## config.mk

```make
export PLATFORM = sky130hd
export DESIGN_NAME = alt_vipvfr131_common_mode_decoder
export DESIGN_NICKNAME = d
export VERILOG_FILES = /design/src/rtl/alt_vipvfr131_common_mode_decoder.sv
export SDC_FILE = /design/constraint.sdc
export NUM_CORES = 1
export LEC_CHECK = 0
export BUFFER_PORTS_ARGS = -buffer_cell sky130_fd_sc_hd__buf_2
export CORE_MARGIN = 1.5
export CORE_UTILIZATION = 40
export CTS_BUF_LIST = sky130_fd_sc_hd__clkbuf_2 sky130_fd_sc_hd__clkbuf_4 sky130_fd_sc_hd__clkbuf_8
export DETAILED_ROUTE_END_ITERATION = 12
export RECOVER_POWER = 100
export SYNTH_ARGS = -nofsm -noshare
export SYNTH_HDL_FRONTEND = slang
export SYNTH_HIERARCHICAL = 1
export SYNTH_SLANG_ARGS = --single-unit
```

## constraint.sdc

```tcl
create_clock -name clock -period 1.2 [get_ports clock]
set_input_delay 0.3 -clock clock [delete_from_list [all_inputs] [get_ports clock]]
set_output_delay 0.3 -clock clock [all_outputs]
set_load 0.005 [all_outputs]
```

## src/rtl/alt_vipvfr131_common_mode_decoder.sv

```systemverilog
// Binary mode code -> registered one-hot enable, with a guard/drain gap on every
// real mode change so the old enable always drops before the new one asserts.

module alt_vipvfr131_common_mode_decoder_bit #(
  parameter int LOG2_NO_OF_MODES = 2,
  parameter int IDX              = 0
) (
  input  logic [LOG2_NO_OF_MODES-1:0] code,
  output logic                        hit
);
  localparam logic [LOG2_NO_OF_MODES-1:0] IDX_CODE = LOG2_NO_OF_MODES'(IDX + 1);
  assign hit = (code == IDX_CODE);
endmodule

module alt_vipvfr131_common_mode_decoder #(
  parameter int NO_OF_MODES      = 3,
  parameter int LOG2_NO_OF_MODES = 2,
  parameter int GUARD_CYCLES     = 4,
  parameter int GUARD_WIDTH      = 3
) (
  input  logic                        clock,
  input  logic                        reset,
  input  logic                        req_valid,
  output logic                        req_ready,
  input  logic [LOG2_NO_OF_MODES-1:0] req_mode,
  input  logic                        busy,
  output logic [NO_OF_MODES-1:0]      one_hot,
  output logic [LOG2_NO_OF_MODES-1:0] current_mode,
  output logic                        mode_valid,
  output logic                        bad_mode
);

  typedef enum logic {S_HOLD, S_DRAIN} state_t;

  localparam logic [LOG2_NO_OF_MODES:0] MAX_CODE   = (LOG2_NO_OF_MODES+1)'(NO_OF_MODES);
  localparam logic [GUARD_WIDTH-1:0]    GUARD_LOAD = GUARD_WIDTH'(GUARD_CYCLES);
  localparam logic [GUARD_WIDTH-1:0]    GUARD_ONE  = GUARD_WIDTH'(1);

  state_t                        state_q, state_d;
  logic [GUARD_WIDTH-1:0]        guard_q, guard_d;
  logic [LOG2_NO_OF_MODES-1:0]   pending_q, pending_d;
  logic [LOG2_NO_OF_MODES-1:0]   cur_q, cur_d;
  logic [NO_OF_MODES-1:0]        one_hot_q, one_hot_d;
  logic                          mode_valid_q, mode_valid_d;
  logic                          bad_q, bad_d;
  logic                          ready_q, ready_d;
  logic [NO_OF_MODES-1:0]        dec_w;

  // One comparator per enable bit; code 0 matches none of them.
  for (genvar i = 0; i < NO_OF_MODES; i++) begin : g_dec
    alt_vipvfr131_common_mode_decoder_bit #(
      .LOG2_NO_OF_MODES(LOG2_NO_OF_MODES),
      .IDX             (i)
    ) u_bit (
      .code(pending_q),
      .hit (dec_w[i])
    );
  end

  always_comb begin
    state_d      = state_q;
    guard_d      = guard_q;
    pending_d    = pending_q;
    cur_d        = cur_q;
    one_hot_d    = one_hot_q;
    mode_valid_d = mode_valid_q;
    bad_d        = 1'b0;
    ready_d      = ready_q;
    unique case (state_q)
      S_HOLD: begin
        if (req_valid && ready_q) begin
          if ({1'b0, req_mode} > MAX_CODE) begin
            bad_d = 1'b1;
          end else if (req_mode != cur_q) begin
            pending_d    = req_mode;
            one_hot_d    = '0;
            mode_valid_d = 1'b0;
            ready_d      = 1'b0;
            guard_d      = GUARD_LOAD;
            state_d      = S_DRAIN;
          end
        end
      end
      S_DRAIN: begin
        if (guard_q != '0) begin
          guard_d = guard_q - GUARD_ONE;
        end else if (!busy) begin
          one_hot_d    = dec_w;
          cur_d        = pending_q;
          mode_valid_d = (pending_q != '0);
          ready_d      = 1'b1;
          state_d      = S_HOLD;
        end
      end
      default: state_d = S_HOLD;
    endcase
  end

  always_ff @(posedge clock) begin
    if (reset) begin
      state_q      <= S_HOLD;
      guard_q      <= '0;
      pending_q    <= '0;
      cur_q        <= '0;
      one_hot_q    <= '0;
      mode_valid_q <= 1'b0;
      bad_q        <= 1'b0;
      ready_q      <= 1'b1;
    end else begin
      state_q      <= state_d;
      guard_q      <= guard_d;
      pending_q    <= pending_d;
      cur_q        <= cur_d;
      one_hot_q    <= one_hot_d;
      mode_valid_q <= mode_valid_d;
      bad_q        <= bad_d;
      ready_q      <= ready_d;
    end
  end

  assign req_ready    = ready_q;
  assign one_hot      = one_hot_q;
  assign current_mode = cur_q;
  assign mode_valid   = mode_valid_q;
  assign bad_mode     = bad_q;

endmodule

```

==> flow_summary.json <==
{
  "antenna_left": 0,
  "synth_compound_area_frac": 0.1934,
  "hold_viol": 0,
  "path_buf_inv": 1,
  "postSynthAreaPerCell_um2": 9.846,
  "ctsHtreeMaxLevel": 1,
  "finish.utilization": 0.6169,
  "slowest_stage": "dfxtp_2",
  "synthCells": 69,
  "crit_path_max_incr_delay_ps": 320,
  "p_seq_frac": 0.462,
  "slew_violations": 0,
  "wl_per_cell_um": 12.98,
  "critPathMaxFanout": 5,
  "num_rows": 14,
  "violations": "negative setup slack",
  "grt_pass1_vias": 502,
  "cts-root-buf": "clkbuf_4",
  "grt.overflow.total": 0,
  "layout-drive-gt1-share": 0.5109,
  "required_ps": 1360,
  "final.period_utilization": 1.019,
  "crit_chain": "inv_2 -> ha_4 -> and4bb_4 -> mux2i_1 -> nor2_1",
  "die_h_um": 44.21,
  "p_sw_frac": 0.2752,
  "comb_power_share": 0.243,
  "run_status": "complete, but fails checks",
  "drt_iter0_drc": 3,
  "io_buffers": 12,
  "min_path_type": "in -> reg",
  "drc": 0,
  "rsz0062_at_grt": "true",
  "antenna_found_initial": 0,
  "synthMuxAreaShare": 0.05893,
  "ys_warn_count": 6,
  "synth_xor_area_frac": 0.03867,
  "cp-start-kind": "flip-flop",
  "clk_pin_slew_ps": 90,
  "clockPowerShare": 0.295,
  "final_cell_area_um2": 950.9,
  "crit_arrival_ps": 1390,
  "p_per_area_mw_per_mm2": 1082,
  "p_switching_uw": 283.1,
  "num_vias": 555,
  "drv_cap": 0,
  "ys.flop_type": "dfxtp_1",
  "die_area_mm2": 0.001955,
  "routed_wl_um": 1402,
  "dr.pass1.iters": 4,
  "clock_skew_ps": 11.77,
  "ios": 14,
  "yosys.area_share.simple": 0.2155,
  "critical_path.top_delay_family": "simple AND/OR/NAND/NOR gates",
  "fillCellCount": 147,
  "synth_top_family_by_area": "simple AND/OR/NAND/NOR gates",
  "min_period_ps": 1223,
  "synthDistinctLibCells": 28,
  "fmax_mhz": 817.6,
  "grt_max_degree": 22,
  "ys_ff_latch": 13,
  "synth_edf_count": 0,
  "netlist_area_um2": 679.4,
  "place.gp.congestion": 0.7020,
  "intPower_uw": 745.6,
  "clock-sinks": 13,
  "grt_pass1_wl_um": 2208,
  "die_w_um": 44.21,
  "grt_use_total": 0.1636,
  "leakage_uw": 0.0003966,
  "dpl.hpwl_um": 858.1,
  "clk_latency_ps": 290,
  "antenna_cells": 0,
  "seq_area_frac_synth": 0.3831,
  "cts_buffer_depth": 2,
  "core_mm2": 0.001541,
  "layout.nets": 101,
  "vias_per_cell": 5.139,
  "synthArstFlopShare": 0,
  "synth_fa_ha_area_frac": 0.03683,
  "peakVddDrop_uv": 660.7,
  "cts_made_buffers": 3,
  "setup_viol": 4,
  "initial_utilization": 0.4407,
  "path_class": "reg -> reg",
  "syn-num-nets": 77,
  "end_kind": "flip-flop",
  "dpl_cell_area_um2": 824.5,
  "finalWorstSetupSlack_ps": -23.11,
  "area_growth_syn_to_layout_pct": 39.96,
  "cts_tree": "done"
}
## area by class of cell
| cell class | instances | area [um^2] | share of cell area |
|---|---|---|---|
| Multi-Input combinational cell | 46 | 441.7 | 0.4645 |
| Sequential cell | 13 | 267.8 | 0.2816 |
| Timing Repair Buffer | 24 | 172.7 | 0.1816 |
| Clock buffer | 4 | 30.03 | 0.03158 |
| Tap cell | 16 | 20.02 | 0.02105 |
| Inverter | 5 | 18.77 | 0.01974 |
## stage by stage
step	power, uW	TNS (ps)	hold WS, ps	setup WS (ps)	std cells
after floorplan	619.1	-18.57	453.9	-6.194	69
after global placement	688.5	-1776	439.2	-202.9	101
after CTS	1019	-27.16	350.4	-11.68	108
after detailed placement	688.7	-1657	443.2	-188.9	101
final	1029	-57.07	357.8	-23.11	108
after global routing	1092	-525.9	381.1	-81.21	108
## Yosys cell counts, drive strengths merged, types with 2 or more instances
| cell type | n | area share |
|---|---|---|
| a211o | 3 | 0.039 |
| a21oi | 2 | 0.015 |
| and2 | 2 | 0.018 |
| buf | 2 | 0.022 |
| clkbuf | 3 | 0.018 |
| dfxtp | 13 | 0.38 |
| ha | 2 | 0.037 |
| inv | 5 | 0.028 |
| mux2i | 4 | 0.059 |
| nand2b | 4 | 0.037 |
| nand3b | 3 | 0.033 |
| nor2 | 6 | 0.033 |
| nor2b | 2 | 0.041 |
| o41ai | 4 | 0.063 |
| xnor2 | 3 | 0.039 |
## worst paths after layout
kind,startpoint,end,slack [ps],cells past startpoint
min reg2reg,one_hot[0],one_hot[0],450,2
min,busy,state_q,360,3
max,guard_q[1],current_mode[1],-20,5
max reg2reg,guard_q[1],current_mode[1],-20,5
## logic make-up after synthesis
kind of cell    after synthesis
simple gates                 22
compound gates               14
flops                        13
buf+inv                      10
mux                           4
xor+xnor                      3
fa+ha+maj                     2
other cells                   1
## power groups by stage
stage	sequential [uW]	clock, uW	combinational [uW]
floorplan	484	0	135
global route	479	339	274
CTS	477	309	234
finish	475	303	250
global placement	485	0	203
detailed placement	486	0	203
## state kept, by name, indices dropped and copies added (netlist names)
register	flops
current_mode	2
req_ready	1
mode_valid	1
pending_q	2
one_hot	3
guard_q	3
state_q	1
## what timing repair did
item | 4_1_cts | 5_1_grt
gates resized for setup | 9 | 7
hold buffers | 0 | 0
setup endpoints to repair | 12 | 12
setup buffers | 3 | 0
pin swaps | 5 | 3
## layer usage
| metal | wire [um] | track usage | vias up |
|---|---|---|---|
| met4 | 49 | 0.1455 | 0 |
| met2 | 650 | 0.2353 | 14 |
| met5 | 0 | 0 | - |
| met3 | 40 | 0.02449 | 5 |
| li1 | - | - | 287 |
| met1 | 661 | 0.2101 | 249 |
## tightest hold or removal path, delay by kind of cell
family / cells / cell delay, ps
AO/OA/AOI/OAI: 2 / 210
buffers and inverters: 1 / 80
## cell usage in the layout, fill, tap and decap left out, types with 2 or more instances in the layout
master / count
mux2i_1: 4
nand2b_1: 4
o41ai_2: 3
buf_4: 8
nor2b_4: 2
nor2_1: 6
inv_2: 2
clkbuf_4: 4
dfxtp_2: 3
inv_1: 3
buf_2: 11
buf_6: 3
a211o_1: 3
nand3b_1: 3
dfxtp_1: 9
a21oi_1: 2
Power figures use the tool's default switching activity.
